--- config.mk ---
export PLATFORM = sky130hd
export DESIGN_NAME = rv_div_unit
export DESIGN_NICKNAME = d
export VERILOG_FILES = /design/src/rtl/rv_div_pkg.sv /design/src/rtl/rv_div_step.sv /design/src/rtl/rv_div_unit.sv
export SDC_FILE = /design/constraint.sdc
export NUM_CORES = 1
export LEC_CHECK = 0
export CAP_MARGIN = 20
export CORE_UTILIZATION = 60
export DETAILED_ROUTE_END_ITERATION = 8
export HOLD_SLACK_MARGIN = 0.05
export PLACE_DENSITY_LB_ADDON = 0.3
export SLEW_MARGIN = 20
export SYNTH_ARGS = -nofsm -noshare
export SYNTH_HDL_FRONTEND = slang
export SYNTH_SLANG_ARGS = --single-unit
--- constraint.sdc ---
create_clock -name clk -period 6.5 [get_ports clk]
set_input_delay 1.95 -clock clk [delete_from_list [all_inputs] [get_ports clk]]
set_output_delay 1.95 -clock clk [all_outputs]
set_load 0.02 [all_outputs]
--- src/rtl/rv_div_pkg.sv ---
// rv_div_pkg -- shared definitions for the iterative RISC-V divider.
//   div_op_t : operation encodings (equal to RISC-V funct3[1:0])
//   state_t  : divider FSM states
package rv_div_pkg;

    typedef enum logic [1:0] {
        OP_DIV  = 2'd0,
        OP_DIVU = 2'd1,
        OP_REM  = 2'd2,
        OP_REMU = 2'd3
    } div_op_t;

    typedef enum logic [1:0] {
        IDLE = 2'd0,
        CALC = 2'd1,
        DONE = 2'd2
    } state_t;

endpackage

--- src/rtl/rv_div_step.sv ---
// rv_div_step -- one restoring shift-subtract iteration (combinational).
// Ports:
//   rem      : in,  XLEN  partial remainder
//   quo      : in,  XLEN  dividend bits still to be consumed (MSB first),
//                         with retired quotient bits shifting in at the LSB
//   dvsr     : in,  XLEN  divisor magnitude
//   rem_next : out, XLEN  partial remainder after this iteration
//   quo_next : out, XLEN  shift register with the new quotient bit appended
module rv_div_step #(
    parameter int XLEN = 64
) (
    input  logic [XLEN-1:0] rem,
    input  logic [XLEN-1:0] quo,
    input  logic [XLEN-1:0] dvsr,
    output logic [XLEN-1:0] rem_next,
    output logic [XLEN-1:0] quo_next
);

    // Shifted remainder needs one extra bit: rem < dvsr <= 2^XLEN-1.
    logic [XLEN:0] rem_sh;
    logic          fits;

    always_comb begin
        rem_sh = {rem, quo[XLEN-1]};
        fits   = (rem_sh >= {1'b0, dvsr});
        if (fits) begin
            rem_next = XLEN'(rem_sh - {1'b0, dvsr});
            quo_next = {quo[XLEN-2:0], 1'b1};
        end else begin
            rem_next = rem_sh[XLEN-1:0];
            quo_next = {quo[XLEN-2:0], 1'b0};
        end
    end

endmodule

--- src/rtl/rv_div_unit.sv ---
// rv_div_unit -- iterative RISC-V DIV/DIVU/REM/REMU unit, one quotient bit
// per cycle (restoring algorithm), valid/ready handshakes on both sides.
// Ports:
//   clk          : in,  clock (rising edge)
//   rst_n        : in,  asynchronous active-low reset
//   start_valid  : in,  request present
//   start_ready  : out, unit idle and able to accept a request
//   a, b         : in,  XLEN dividend / divisor
//   div_op       : in,  2-bit operation (0=DIV 1=DIVU 2=REM 3=REMU)
//   result_valid : out, result available
//   result_ready : in,  consumer accepts the result
//   result       : out, XLEN quotient or remainder (0 while not valid)
//   busy         : out, FSM not in IDLE
// Build option: define RV_DIV_FAST_SPECIAL_EN to finish divide-by-zero and
// signed-overflow requests one cycle after accept instead of iterating.
module rv_div_unit
    import rv_div_pkg::*;
#(
    parameter int XLEN = 64
) (
    input  logic            clk,
    input  logic            rst_n,
    input  logic            start_valid,
    output logic            start_ready,
    input  logic [XLEN-1:0] a,
    input  logic [XLEN-1:0] b,
    input  logic [1:0]      div_op,
    output logic            result_valid,
    input  logic            result_ready,
    output logic [XLEN-1:0] result,
    output logic            busy
);

    localparam int CNT_W = (XLEN > 1) ? $clog2(XLEN) : 1;
    localparam logic [CNT_W-1:0] LAST = CNT_W'(XLEN - 1);
    localparam logic [XLEN-1:0] MOST_NEG = {1'b1, {(XLEN-1){1'b0}}};

    state_t           state;
    logic [CNT_W-1:0] cnt;
    logic             iter_done;

    // Operand / iteration registers (no reset needed: loaded on accept).
    logic [XLEN-1:0]  rem_q, quo_q, dvsr_q, a_q;
    logic             rem_sel, neg_q, neg_r, div0, ovf;

    logic             accept, signed_op, fast_special;
    logic [XLEN-1:0]  mag_a, mag_b, step_rem, step_quo;
    logic [XLEN-1:0]  q_fix, r_fix, res_final;

    assign accept    = start_valid && start_ready;
    assign signed_op = (div_op == OP_DIV) || (div_op == OP_REM);
    assign mag_a     = (signed_op && a[XLEN-1]) ? ('0 - a) : a;
    assign mag_b     = (signed_op && b[XLEN-1]) ? ('0 - b) : b;

`ifdef RV_DIV_FAST_SPECIAL_EN
    assign fast_special = div0 || ovf;
`else
    assign fast_special = 1'b0;
`endif

    rv_div_step #(.XLEN(XLEN)) u_step (
        .rem      (rem_q),
        .quo      (quo_q),
        .dvsr     (dvsr_q),
        .rem_next (step_rem),
        .quo_next (step_quo)
    );

    // Sign fix-up of the magnitude results, then the RISC-V special cases.
    // Signed overflow already falls out of the magnitude path, but the
    // divide-by-zero quotient would be wrongly negated for a negative a.
    always_comb begin
        q_fix = neg_q ? ('0 - quo_q) : quo_q;
        r_fix = neg_r ? ('0 - rem_q) : rem_q;
        if (div0) begin
            q_fix = '1;
            r_fix = a_q;
        end else if (ovf) begin
            q_fix = a_q;
            r_fix = '0;
        end
        res_final = rem_sel ? r_fix : q_fix;
    end

    always_ff @(posedge clk) begin
        if (accept) begin
            rem_q   <= '0;
            quo_q   <= mag_a;
            dvsr_q  <= mag_b;
            a_q     <= a;
            rem_sel <= div_op[1];
            neg_q   <= signed_op && (a[XLEN-1] ^ b[XLEN-1]);
            neg_r   <= signed_op && a[XLEN-1];
            div0    <= (b == '0);
            ovf     <= signed_op && (a == MOST_NEG) && (b == '1);
        end else if (state == CALC && !iter_done) begin
            rem_q <= step_rem;
            quo_q <= step_quo;
        end
    end

    // XLEN iteration cycles, then one more CALC cycle for the fix-up
    // transition into DONE (result_valid XLEN+1 cycles after accept).
    always_ff @(posedge clk or negedge rst_n) begin
        if (!rst_n) begin
            state        <= IDLE;
            cnt          <= '0;
            iter_done    <= 1'b0;
            start_ready  <= 1'b1;
            result_valid <= 1'b0;
            result       <= '0;
            busy         <= 1'b0;
        end else begin
            case (state)
                IDLE: begin
                    if (start_valid) begin
                        state       <= CALC;
                        cnt         <= '0;
                        iter_done   <= 1'b0;
                        start_ready <= 1'b0;
                        busy        <= 1'b1;
                    end
                end
                CALC: begin
                    if (fast_special || iter_done) begin
                        state        <= DONE;
                        result       <= res_final;
                        result_valid <= 1'b1;
                        cnt          <= '0;
                        iter_done    <= 1'b0;
                    end else begin
                        cnt <= cnt + 1'b1;
                        if (cnt == LAST) begin
                            iter_done <= 1'b1;
                        end
                    end
                end
                DONE: begin
                    if (result_ready) begin
                        state        <= IDLE;
                        result_valid <= 1'b0;
                        result       <= '0;
                        start_ready  <= 1'b1;
                        busy         <= 1'b0;
                    end
                end
                default: begin
                    state        <= IDLE;
                    start_ready  <= 1'b1;
                    result_valid <= 1'b0;
                    result       <= '0;
                    busy         <= 1'b0;
                end
            endcase
        end
    end

endmodule
==> flow_summary.toml, run 1 <==
[outcome]
run_status = "completed"

[clock_network]
cts_tree = "yes"
insertion_delay_ns = 0.58
cts_hold_buf = 0
clk_pin_slew_ns = 0.06
clockBufferDepth = 3
clock-root-buffer = "clkbuf_16"
htreeDepth = 2
numCtsBuffers = 38
cts_setup_buffers = 0
cts_sinks = 337
cts-resized-gates = 0

[power]
finalPower_mw = 11.8
comb_power_share_pct = 48.6
seqPwrFrac_pct = 33.4
p_sw_share_pct = 43.9
switchingPower_mw = 5.20
pwr-share-clk_pct = 18.0
vdd_drop_max_mv = 0.236
leakagePower_nw = 10.5
intPower_mw = 6.64
p_per_area_nw_per_um2 = 439

[cells_and_area]
utilization_pct = 70.0
final_cell_area_um2 = 27000
synthToLayoutAreaGrowth_pct = 15.2
nets = 3010
fin_cells = 3352
num_antenna_cells = 0
layout-drive-gt1-share_pct = 4.52

[die]
io_pins = 201
row_count = 72
dieHeight_um = 200
start_util_pct = 60.8
core_area_um2 = 38600
die_w_um = 200
dieArea_um2 = 39900

[synthesis]
yosys.area.top_type_share_pct = 25.2
synthCells = 2692
synth_ff_type = "edfxtp_1"
syn_nets = 2897
synth-seq-cells = 337
syn_avg_cell_area_um2 = 8.71
yosys.cell_types.count = 88
async_flop_share_pct = 22.6
ys_seq_area_share_pct = 38.8
synth_area_leaders = "edfxtp_1 25%, dfrtp_1 8.0%, xor2_1 6.3%, dfxtp_1 5.5%, nand2_1 5.3%"
yosysWarnings = 0
yosys.area.top_type = "edfxtp_1"
synth_area_um2 = 23500
synth_edf_count = 197

[worst_setup_path]
path_class = "input port to register"
end_kind = "register"
r2r_setup_slack_ns = 1.81
rr_startpoint = "quo_q[63]"
cp-endpoint = "dvsr_q[61]"
cp.required_ns = 6.81
cp.arrival_ns = 5.99
worst-path-max-fanout = 6
crit_start = "b[16]"
worst_r2r_endpoint = "rem_q[22]"
start_kind = "input port"
r2r_cells = 13

[drt]
drc = 0
dr.pass1.iters = 6
wire_per_inst_um = 22.7
dr_total_vias = 22100
drt-total-wl_mm = 76.2
dr.first_iter.drc_count = 2664
drtAntennaViolNets = 0
viasPerCell = 6.59

[place]
hpwl_mm = 56.0
placed_area_um2 = 25800
place_congestion = 1.01
port_buffers = 200
pre_cts_slack_ns = 0.290
dp.cells = 3283

[sta]
max_slew.worst_pin.slew_ns = 1.01
fin_ws_ns = 0.816
rsz0062_at_grt = "false"
slew_headroom_pct = 32.4
finalCriticalPeriod_ns = 5.68
fin_skew_ns = 0.0204
max_freq_mhz = 176
post-route-period-util_pct = 87.4
finalSetupViolCount = 0
fin_tns_setup_ns = 0
slew_violations = 0
finalHoldViolCount = 0
whs_ns = 0.476

[global_routing]
grt_pass1_wl_mm = 114
grt_pass1_vias = 20500
grt_use_total_pct = 37.4
grt.overflow.total = 0
grt_max_degree = 96
antenna_found_initial = 1

[hold_path]
hp-class = "register to register"
hold_depth = 2

[flow_run]
maxCapViolations = 0
cell families after synthesis:
logic type	share of synthesized area, %
xor gates and xnor gates	11.2
DFF	38.8
buffers and inverters	4.29
adders and majority gates	3.82
and+or+nand+nor	17.7
AOI/OAI and AO/OA	22.9
muxes	1.24
worst min-delay path by stage:
stage	to	slack, ns	from
detailed placement	result[36]	0.47	result[36]
CTS	result[36]	0.48	result[36]
finish	result[51]	0.48	result[51]
floorplan	cnt[0]	0.47	cnt[0]
global route	result[36]	0.49	result[36]
global placement	result[36]	0.46	result[36]
layer usage:
metal	share of wire (%)	global-route usage (%)	routed length, um
met1	40	49.7	30600
met2	46	60.9	35300
met4	4.0	16.3	3080
met3	9.6	5.33	7300
met5	0.0092	0	7
worst max-delay path: stages:
cell             delay, ns
clkdlybuf4s50_1       0.48
or4_1                 0.60
nor4_1                0.53
nand4b_1              0.35
or3_1                 0.51
nor4_1                0.43
and2_1                0.27
nand2_1               0.10
nor4_2                0.41
a21oi_1               0.17
xor2_1                0.18
Yosys cell counts, types with 12 or more instances:
cell	n
nor2_1	162
nand3_1	40
o41ai_1	31
dfrtp_1	75
o31ai_1	67
a21o_1	46
o22ai_1	38
a21oi_1	180
a311oi_1	27
a222oi_1	25
or3_1	39
nor3_1	67
buf_1	14
nor4_1	25
inv_1	106
nand2b_1	49
a211oi_1	15
nand4_1	47
edfxtp_1	197
xor2_1	170
and2_1	16
clkbuf_1	142
a32o_1	15
xnor2_1	131
and3_1	13
mux2i_1	29
ha_1	70
nand2_1	331
o211ai_1	13
or4_1	22
a221o_1	14
o21ai_0	247
dfxtp_1	64
or2_2	12
a31oi_1	13
cells in the final DEF, fill, tap and decap left out, drive strengths merged, types with 31 or more instances in the layout:
cell	synthesis	routed
xor2	170	170
o41ai	31	31
nor3	67	67
or3	39	39
buf	17	33
o21ai	248	248
dfxtp	64	64
nand2b	49	49
inv	107	107
nand4	47	47
edfxtp	197	197
nand3	40	40
nor2	163	163
xnor2	131	131
o22ai	38	38
nand2	331	331
clkbuf	142	57
a21oi	180	180
dfrtp	75	75
a21o	46	46
clkdlybuf4s50	0	199
o31ai	70	70
ha	70	70
area by class of cell:
type | instances | area, um^2
Timing Repair Buffer | 232 | 2240
Fill cell | 3099 | 11500
Inverter | 108 | 410
Sequential cell | 337 | 9100
Clock buffer | 57 | 1100
Multi-Input combinational cell | 2088 | 13400
Tap cell | 518 | 648
Clock inverter | 12 | 105
power by group through the flow:
stage / combinational [mW] / sequential [mW] / clock, mW
floorplan: 3.79 / 3.92 / 0
global placement: 5.51 / 3.91 / 0
detailed placement: 5.61 / 3.95 / 0
CTS: 5.65 / 3.91 / 2.14
global route: 6.25 / 4.03 / 2.21
finish: 5.76 / 3.95 / 2.13
sequential cells by signal, indices dropped and copies added (netlist names):
signal        flops
cnt               6
start_ready       1
neg_q             1
div0              1
state             2
busy              1
rem_q            64
a_q              64
neg_r             1
result_valid      1
rem_sel           1
iter_done         1
dvsr_q           64
quo_q            64
ovf               1
result           64
(Power assumes the default switching activity.)
==> run 2: changes to the inputs <==
--- a/constraint.sdc
+++ b/constraint.sdc
@@ -3,2 +3,2 @@
 set_output_delay 1.95 -clock clk [all_outputs]
-set_load 0.02 [all_outputs]
+set_load 0.005 [all_outputs]
==> results of run 2 <==
Same layout as run 1 (identical final DEF). Status: completed.
Among the figures that moved: total power 11.8 mW -> 11.6 mW
